### config.mk
export PLATFORM = sky130hd
export DESIGN_NAME = button_encoder
export DESIGN_NICKNAME = d
export VERILOG_FILES = /design/src/rtl/button_encoder.sv
export SDC_FILE = /design/constraint.sdc
export NUM_CORES = 1
export LEC_CHECK = 0
export ABC_AREA = 1
export CORE_ASPECT_RATIO = 1.2
export CORE_UTILIZATION = 25
export CTS_BUF_LIST = sky130_fd_sc_hd__clkbuf_8
export CTS_CLUSTER_DIAMETER = 100
export DETAILED_ROUTE_END_ITERATION = 12
export GPL_ROUTABILITY_DRIVEN = 1
export PLACE_DENSITY_LB_ADDON = 0.2
export SETUP_SLACK_MARGIN = 0.3
export SYNTH_ARGS = -nofsm -noshare
export SYNTH_HDL_FRONTEND = slang
export SYNTH_SLANG_ARGS = --single-unit
export TNS_END_PERCENT = 100
### constraint.sdc
create_clock -name clk -period 1.65 [get_ports clk]
set_input_delay 0.33 -clock clk [delete_from_list [all_inputs] [get_ports clk]]
set_output_delay 0.33 -clock clk [all_outputs]
set_load 0.1 [all_outputs]
### src/rtl/button_encoder.sv
// button_encoder: debounced 16-button priority encoder with valid/ready output and sticky overflow
module button_encoder #(
  parameter int DEBOUNCE_CYCLES = 50000,
  parameter int SYNC_STAGES = 2
) (
  input  logic        clk,
  input  logic        reset_n,
  input  logic [15:0] buttons,
  input  logic        ready,
  input  logic        ovf_clr,
  output logic [3:0]  buttonNum,
  output logic        valid,
  output logic        multi,
  output logic        overflow,
  output logic        held
);
  localparam int CW = $clog2(DEBOUNCE_CYCLES) + 1;
  localparam logic [CW-1:0] CMAX = CW'(DEBOUNCE_CYCLES - 1);
  typedef enum logic {IDLE, PRESSED} state_t;
  logic [15:0]   r_sync [SYNC_STAGES];
  logic [15:0]   r_prev;
  logic [15:0]   r_stable;
  logic [CW-1:0] r_cnt;
  state_t        r_state;
  state_t        w_next;
  logic [15:0]   w_sync_v;
  logic          w_changed;
  logic          w_event;
  logic          w_hs;
  logic          w_drop;
  logic [3:0]    w_idx;
  logic          w_multi;
  assign w_sync_v  = r_sync[SYNC_STAGES-1];
  assign w_changed = w_sync_v != r_prev;
  assign w_hs      = valid && ready;
  assign w_drop    = w_event && valid && !w_hs;
  assign w_multi   = |(r_stable & (r_stable - 16'd1));
  // bring the raw asynchronous levels into the clock domain
  always_ff @(posedge clk or negedge reset_n) begin
    if (!reset_n) begin
      for (int i = 0; i < SYNC_STAGES; i++) r_sync[i] <= '0;
    end else begin
      r_sync[0] <= buttons;
      for (int i = 1; i < SYNC_STAGES; i++) r_sync[i] <= r_sync[i-1];
    end
  end
  // debounce: stable vector only follows a synchronized value that held long enough
  always_ff @(posedge clk or negedge reset_n) begin
    if (!reset_n) begin
      r_prev   <= '0;
      r_cnt    <= '0;
      r_stable <= '0;
    end else begin
      r_prev <= w_sync_v;
      r_cnt  <= w_changed ? '0 : (r_cnt == CMAX ? r_cnt : r_cnt + CW'(1));
      if (!w_changed && r_cnt == CMAX) r_stable <= w_sync_v;
    end
  end
  // FSM state register
  always_ff @(posedge clk or negedge reset_n) begin
    if (!reset_n) r_state <= IDLE;
    else          r_state <= w_next;
  end
  // FSM next state: leave IDLE on any stable press, return only on full release
  always_comb begin
    w_next = r_state;
    if (r_state == IDLE && r_stable != '0) w_next = PRESSED;
    else if (r_state == PRESSED && r_stable == '0) w_next = IDLE;
  end
  // FSM output: a press event fires exactly on the IDLE->PRESSED transition
  always_comb begin
    w_event = (r_state == IDLE) && (r_stable != '0);
  end
  // lowest set index wins
  always_comb begin
    w_idx = '0;
    for (int i = 15; i >= 0; i--) if (r_stable[i]) w_idx = 4'(i);
  end
  // output register: load on accepted events, clear on handshake, flag dropped events
  always_ff @(posedge clk or negedge reset_n) begin
    if (!reset_n) begin
      buttonNum <= '0;
      valid     <= 1'b0;
      multi     <= 1'b0;
      overflow  <= 1'b0;
      held      <= 1'b0;
    end else begin
      held     <= r_stable != '0;
      overflow <= w_drop ? 1'b1 : (ovf_clr ? 1'b0 : overflow);
      if (w_event && (!valid || w_hs)) begin
        valid     <= 1'b1;
        buttonNum <= w_idx;
        multi     <= w_multi;
      end else if (w_hs) begin
        valid <= 1'b0;
      end
    end
  end
endmodule

---- Yosys cells after proc, flatten, opt, wreduce, memory -nomap -nowiden ----
Index checks and enable logic that the tools add are counted.
storage, ports and cells
  flip-flop bits (word level) ............. 90
  output and inout port bits .............. 8
  word-level logic and storage cells ...... 59
  bits in latches ......................... 0
  memories ................................ 0
  bits in read-only memories .............. 0
  memory bits (writable) .................. 0
operators by class
  magnitude comparators ................... 0
  mux-type cells .......................... 24
  add/subtract/negate cells ............... 2
  div/mod/pow operators ................... 0
  multiply operators ...................... 0
  reduce and logical (&&, ||, !) cells .... 17
  shift operators ......................... 0
  bitwise gates (word level) .............. 2
  eq/ne operators ......................... 3
operator list
  kind                                                                     count
  4-bit two-way mux                                                        16
  17-bit two-way mux                                                       2
  17-bit by 1-bit adder with 17-bit output, second input constant          1
  17-bit by 16-bit equality test with 1-bit output, second input constant  1
  16-bit AND                                                               1
  16-bit zero test                                                         1
  16-bit != test                                                           1
  16-bit nonzero test                                                      1
  16-bit OR reduction                                                      1
  16-bit by 1-bit subtractor with 16-bit output, second input constant     1
  1-bit logical AND                                                        7
  1-bit two-way mux                                                        6
  2-bit nonzero test                                                       3
  1-bit zero test                                                          3
  2-bit != test, second input constant                                     1
  1-bit logical OR                                                         1
  1-bit NOT                                                                1

---- Longest topological paths before layout ----
  word-level depth ........................ 16
  gate-level depth with buffers ........... 17
  mapped depth without buffers ............ 17

---- Worst setup path before layout ----
No wires, ideal clock.
  path type ............................... register to register
  start ................................... reg r_stable[1]
  end ..................................... reg buttonNum[1]
  clock period less this slack ............ 1.849 ns
  data required time ...................... 1.527 ns
  setup slack ............................. -0.199 ns
  cell stages (with the launch flop) ...... 11
  setup time .............................. 0.123 ns
  arrival ................................. 1.726 ns
  path through ............................ dfrtp_1 -> nor2_1 -> nand2_1 -> nor2_1 -> nand2_1 -> inv_1 -> nand2_1 -> ha_1 -> nand2_1 -> nor2_1 -> a32o_1
between the ends
  longest elaborated chain between the ends .. 3
  elaborated cells on any way between the ends .. 5
RTL lines
  what                    RTL line  text
  start, declared         22        logic [15:0] r_stable;
  start signal, assigned  56        if (!w_changed && r_cnt == CMAX) r_stable <= w_sync_v;
  16-bit nonzero test     72        w_event = (r_state == IDLE) && (r_stable != '0);
  1-bit logical AND       72
  via w_event             28        logic w_event;
  1-bit logical AND       90        if (w_event && (!valid || w_hs)) begin
  end signal, assigned    92        buttonNum <= w_idx;
  end, declared           11        output logic [3:0] buttonNum,
The timed path passes the listed nets, and every way through them passes these cells.
A chain may end at the register's enable or synchronous reset.

---- Worst setup path in the final report ----
  start ................................... reg r_cnt[0]
  end ..................................... reg r_cnt[16]
between the ends
  longest elaborated chain between the ends .. 3
  elaborated cells on any way between the ends .. 5
RTL lines
  what                                      RTL line  text
  start, declared                           23        logic [CW-1:0] r_cnt;
  start signal, assigned                    55        r_cnt <= w_changed ? '0 : (r_cnt == CMAX ? r_cnt : r_cnt + CW'(1));
  17-bit by 1-bit adder with 17-bit output  55
  17-bit two-way mux (2 in a row)           55
Parallel ways exist; a longest one is shown, timed or not. The select of a mux whose other input is x is not followed.

==> impl_metrics.env <==
export IMPL_antenna_left=0
export IMPL_antenna_found_initial=0
export IMPL_hpwl_um=5470
export IMPL_multiInputGateArea_mm2=0.00148
export IMPL_path_max_fanout=3
export IMPL_die_x_um=112
export IMPL_relSlewSlack_pct=73.4
export IMPL_areaGrowthSynthToFinish_pct=49.5
export IMPL_finalCritPeriodShare_pct=101
export IMPL_syn_nets=393
export IMPL_async_flop_share_pct=100
export IMPL_die_area_mm2=0.0151
export IMPL_cts_buffer_depth=2
export IMPL_setup_viol=2
export IMPL_clock_root_buffer="clkbuf_8"
export IMPL_placedCellCount=625
export IMPL_path_class="flip-flop to flip-flop"
export IMPL_synth_area_per_cell_um2=9.84
export IMPL_worst_ep_required_time_ps=1910
export IMPL_finalClockSkew_ps=7.90
export IMPL_fin_tns_setup_ps=-9.53
export IMPL_grt_overflow_total=0
export IMPL_core_area_mm2=0.0143
export IMPL_wl_per_cell_um=12.0
export IMPL_p_leak_nw=2.54
export IMPL_grt_use_total_pct=11.6
export IMPL_firstDrtPassIters=8
export IMPL_maxCapViolCount=0
export IMPL_fp_row_count=48
export IMPL_layout_cells_non_filler=668
export IMPL_ir_worst_vdd_uv=443
export IMPL_nNetsFinal=510
export IMPL_path_clk_slew_ps=90
export IMPL_status="finished, violations left"
export IMPL_fin_ws_ps=-9.23
export IMPL_fmax_mhz=603
export IMPL_cts_made_buffers=9
export IMPL_cts_tree="done"
export IMPL_ys_types=31
export IMPL_syn_inst=371
export IMPL_rsz0062_at_grt="true"
export IMPL_place_ws_ps=-104
export IMPL_grt_start_max_net_pins=33
export IMPL_regArea_mm2=0.00225
export IMPL_portBuffers=27
export IMPL_grt_pass1_vias=2887
export IMPL_drt_iter0_drc=108
export IMPL_violations="DRC, setup timing"
export IMPL_fp_dieH_um=134
export IMPL_fill_cells=1409
export IMPL_worstMarginPinSlew_ps=399
export IMPL_clock_sinks=90
export IMPL_initial_core_util_pct=25.5
export IMPL_wl_um=8020
export IMPL_htree_num_levels=3
export IMPL_finalHoldViolations=0
export IMPL_routed_via_density=4.21
export IMPL_hold_path_class="flip-flop to flip-flop"
export IMPL_ys_ff_latch=90
export IMPL_gp_congestion=0.760
export IMPL_ys_seq_area_share_pct=61.7
export IMPL_drcViolationCount=3
export IMPL_grt_pass1_wl_um=13600
export IMPL_cp_start_kind="flip-flop"
export IMPL_power_mw=4.34
export IMPL_period_needed_ps=1660
export IMPL_synth_edf_count=0
export IMPL_hold_ws_ps=350
export IMPL_clock_latency_ps=360
export IMPL_drive_gt1_share_pct=39.8
export IMPL_n_antenna_cell=0
export IMPL_yosys_warnings=0
export IMPL_endpoint_kind="flip-flop"
export IMPL_num_io_pins=28
export IMPL_drv_slew=0
export IMPL_worst_ep_arrival_time_ps=1910
export IMPL_p_per_area_mw_per_mm2=795
export IMPL_vias=2813
export IMPL_ys_flop_type="dfrtp_1"
export IMPL_syn_area_mm2=0.00365
## through the flow
stage               util, %  cell area (um2)
CTS                    36.5             5210
finish                 38.2             5460
global route           38.2             5460
global placement       32.9             4700
floorplan                 -             3710
detailed placement     32.9             4700
## critical path, stage by stage (launching register included)
cell     delay, ps
dfrtp_1        370
ha_2           180
inv_2           50
nor3_4         200
buf_6          140
nand2_4         50
nor2_4         120
nand2_4         80
nor3_2         150
xor2_1         160
nor3_1          60
## final cells by class
| type | count | share of cell area (%) |
|---|---|---|
| inverters | 47 | 3.42 |
| clock inverters | 5 | 1.83 |
| flip-flops and latches | 90 | 41.3 |
| repair buffers | 110 | 19.5 |
| well taps | 175 | 4.01 |
| multi-input cells | 230 | 27.2 |
| clock buffers | 11 | 2.77 |
## path summary, 6_finish.rpt
check                      slack [ps]            startpoint                      to  cells past startpoint
max                                -9  r_cnt[0]$_DFFE_PN0N_   r_cnt[16]$_DFFE_PN0N_                     10
min                               350  r_sync[26]$_DFF_PN0_  w_sync_v[10]$_DFF_PN0_                      0
max reg2reg                        -9  r_cnt[0]$_DFFE_PN0N_   r_cnt[16]$_DFFE_PN0N_                     10
min reg2reg                       350  r_sync[26]$_DFF_PN0_  w_sync_v[10]$_DFF_PN0_                      0
max in group asynchronous         680               reset_n       valid$_DFFE_PN0P_                      3
min in group asynchronous         440               reset_n   w_sync_v[2]$_DFF_PN0_                      2
## cells in the final DEF, fill, tap and decap left out, drive strengths merged, types with 4 or more instances in the layout
cell	instances
a211oi	4
a21oi	12
buf	90
clkbuf	12
clkdlybuf4s50	18
dfrtp	90
inv	47
nand2	96
nand3	24
nand4	4
nor2	25
nor3	13
nor4	4
o21ai	17
or2	6
xnor2	10
## flip-flops by register name, indices dropped and copies added (netlist names)
name / flops
valid: 1
r_sync: 16
overflow: 1
w_sync_v: 16
multi: 1
r_stable: 16
buttonNum: 4
r_cnt: 17
r_prev: 16
r_state: 1
held: 1
## power breakdown
part	switching (mW)	total (mW)	internal (mW)
registers	0.0294	2.29	2.26
clock network	0.780	1.86	1.08
logic	0.0894	0.186	0.0971
total	0.898	4.34	3.44
## per-layer routing
layer	track usage (%)	vias up	routed length, um
li1	-	1423	-
met1	13.2	1346	3540
met2	20.6	33	4130
met3	2.76	11	218
met4	5.33	0	130
met5	0	-	0
## cell families after synthesis
| kind of cell | share of synthesized area [%] |
|---|---|
| flops | 61.7 |
| xor+xnor | 3.12 |
| fa+ha+maj | 0.685 |
| buf+inv | 5.93 |
| simple gates | 21.4 |
| compound gates | 7.23 |
## synth_stat cells, types with 3 or more instances
master / instances / area [um2]
nand3_1: 24 / 120
or2_2: 6 / 37.5
nor4_1: 4 / 25.0
nand2_1: 94 / 353
a21oi_1: 12 / 60.1
a211oi_1: 4 / 30.0
o21ai_0: 10 / 50.1
o21ai_2: 7 / 61.3
dfrtp_1: 90 / 2250
nor3_1: 12 / 60.1
nand4_1: 4 / 25.0
xnor2_1: 10 / 87.6
nor2_1: 25 / 93.8
inv_1: 42 / 158
xor2_1: 3 / 26.3
inv_2: 4 / 15.0
## repair_timing
action,4_1_cts,5_1_grt
buffers inserted,11,13
endpoints found under the hold margin,27,0
pin swaps,19,13
resized for setup,45,38
setup endpoints to repair,41,42
hold buffers,1,0
cloned,1,1
No activity file was read; power rests on OpenSTA's default activity.
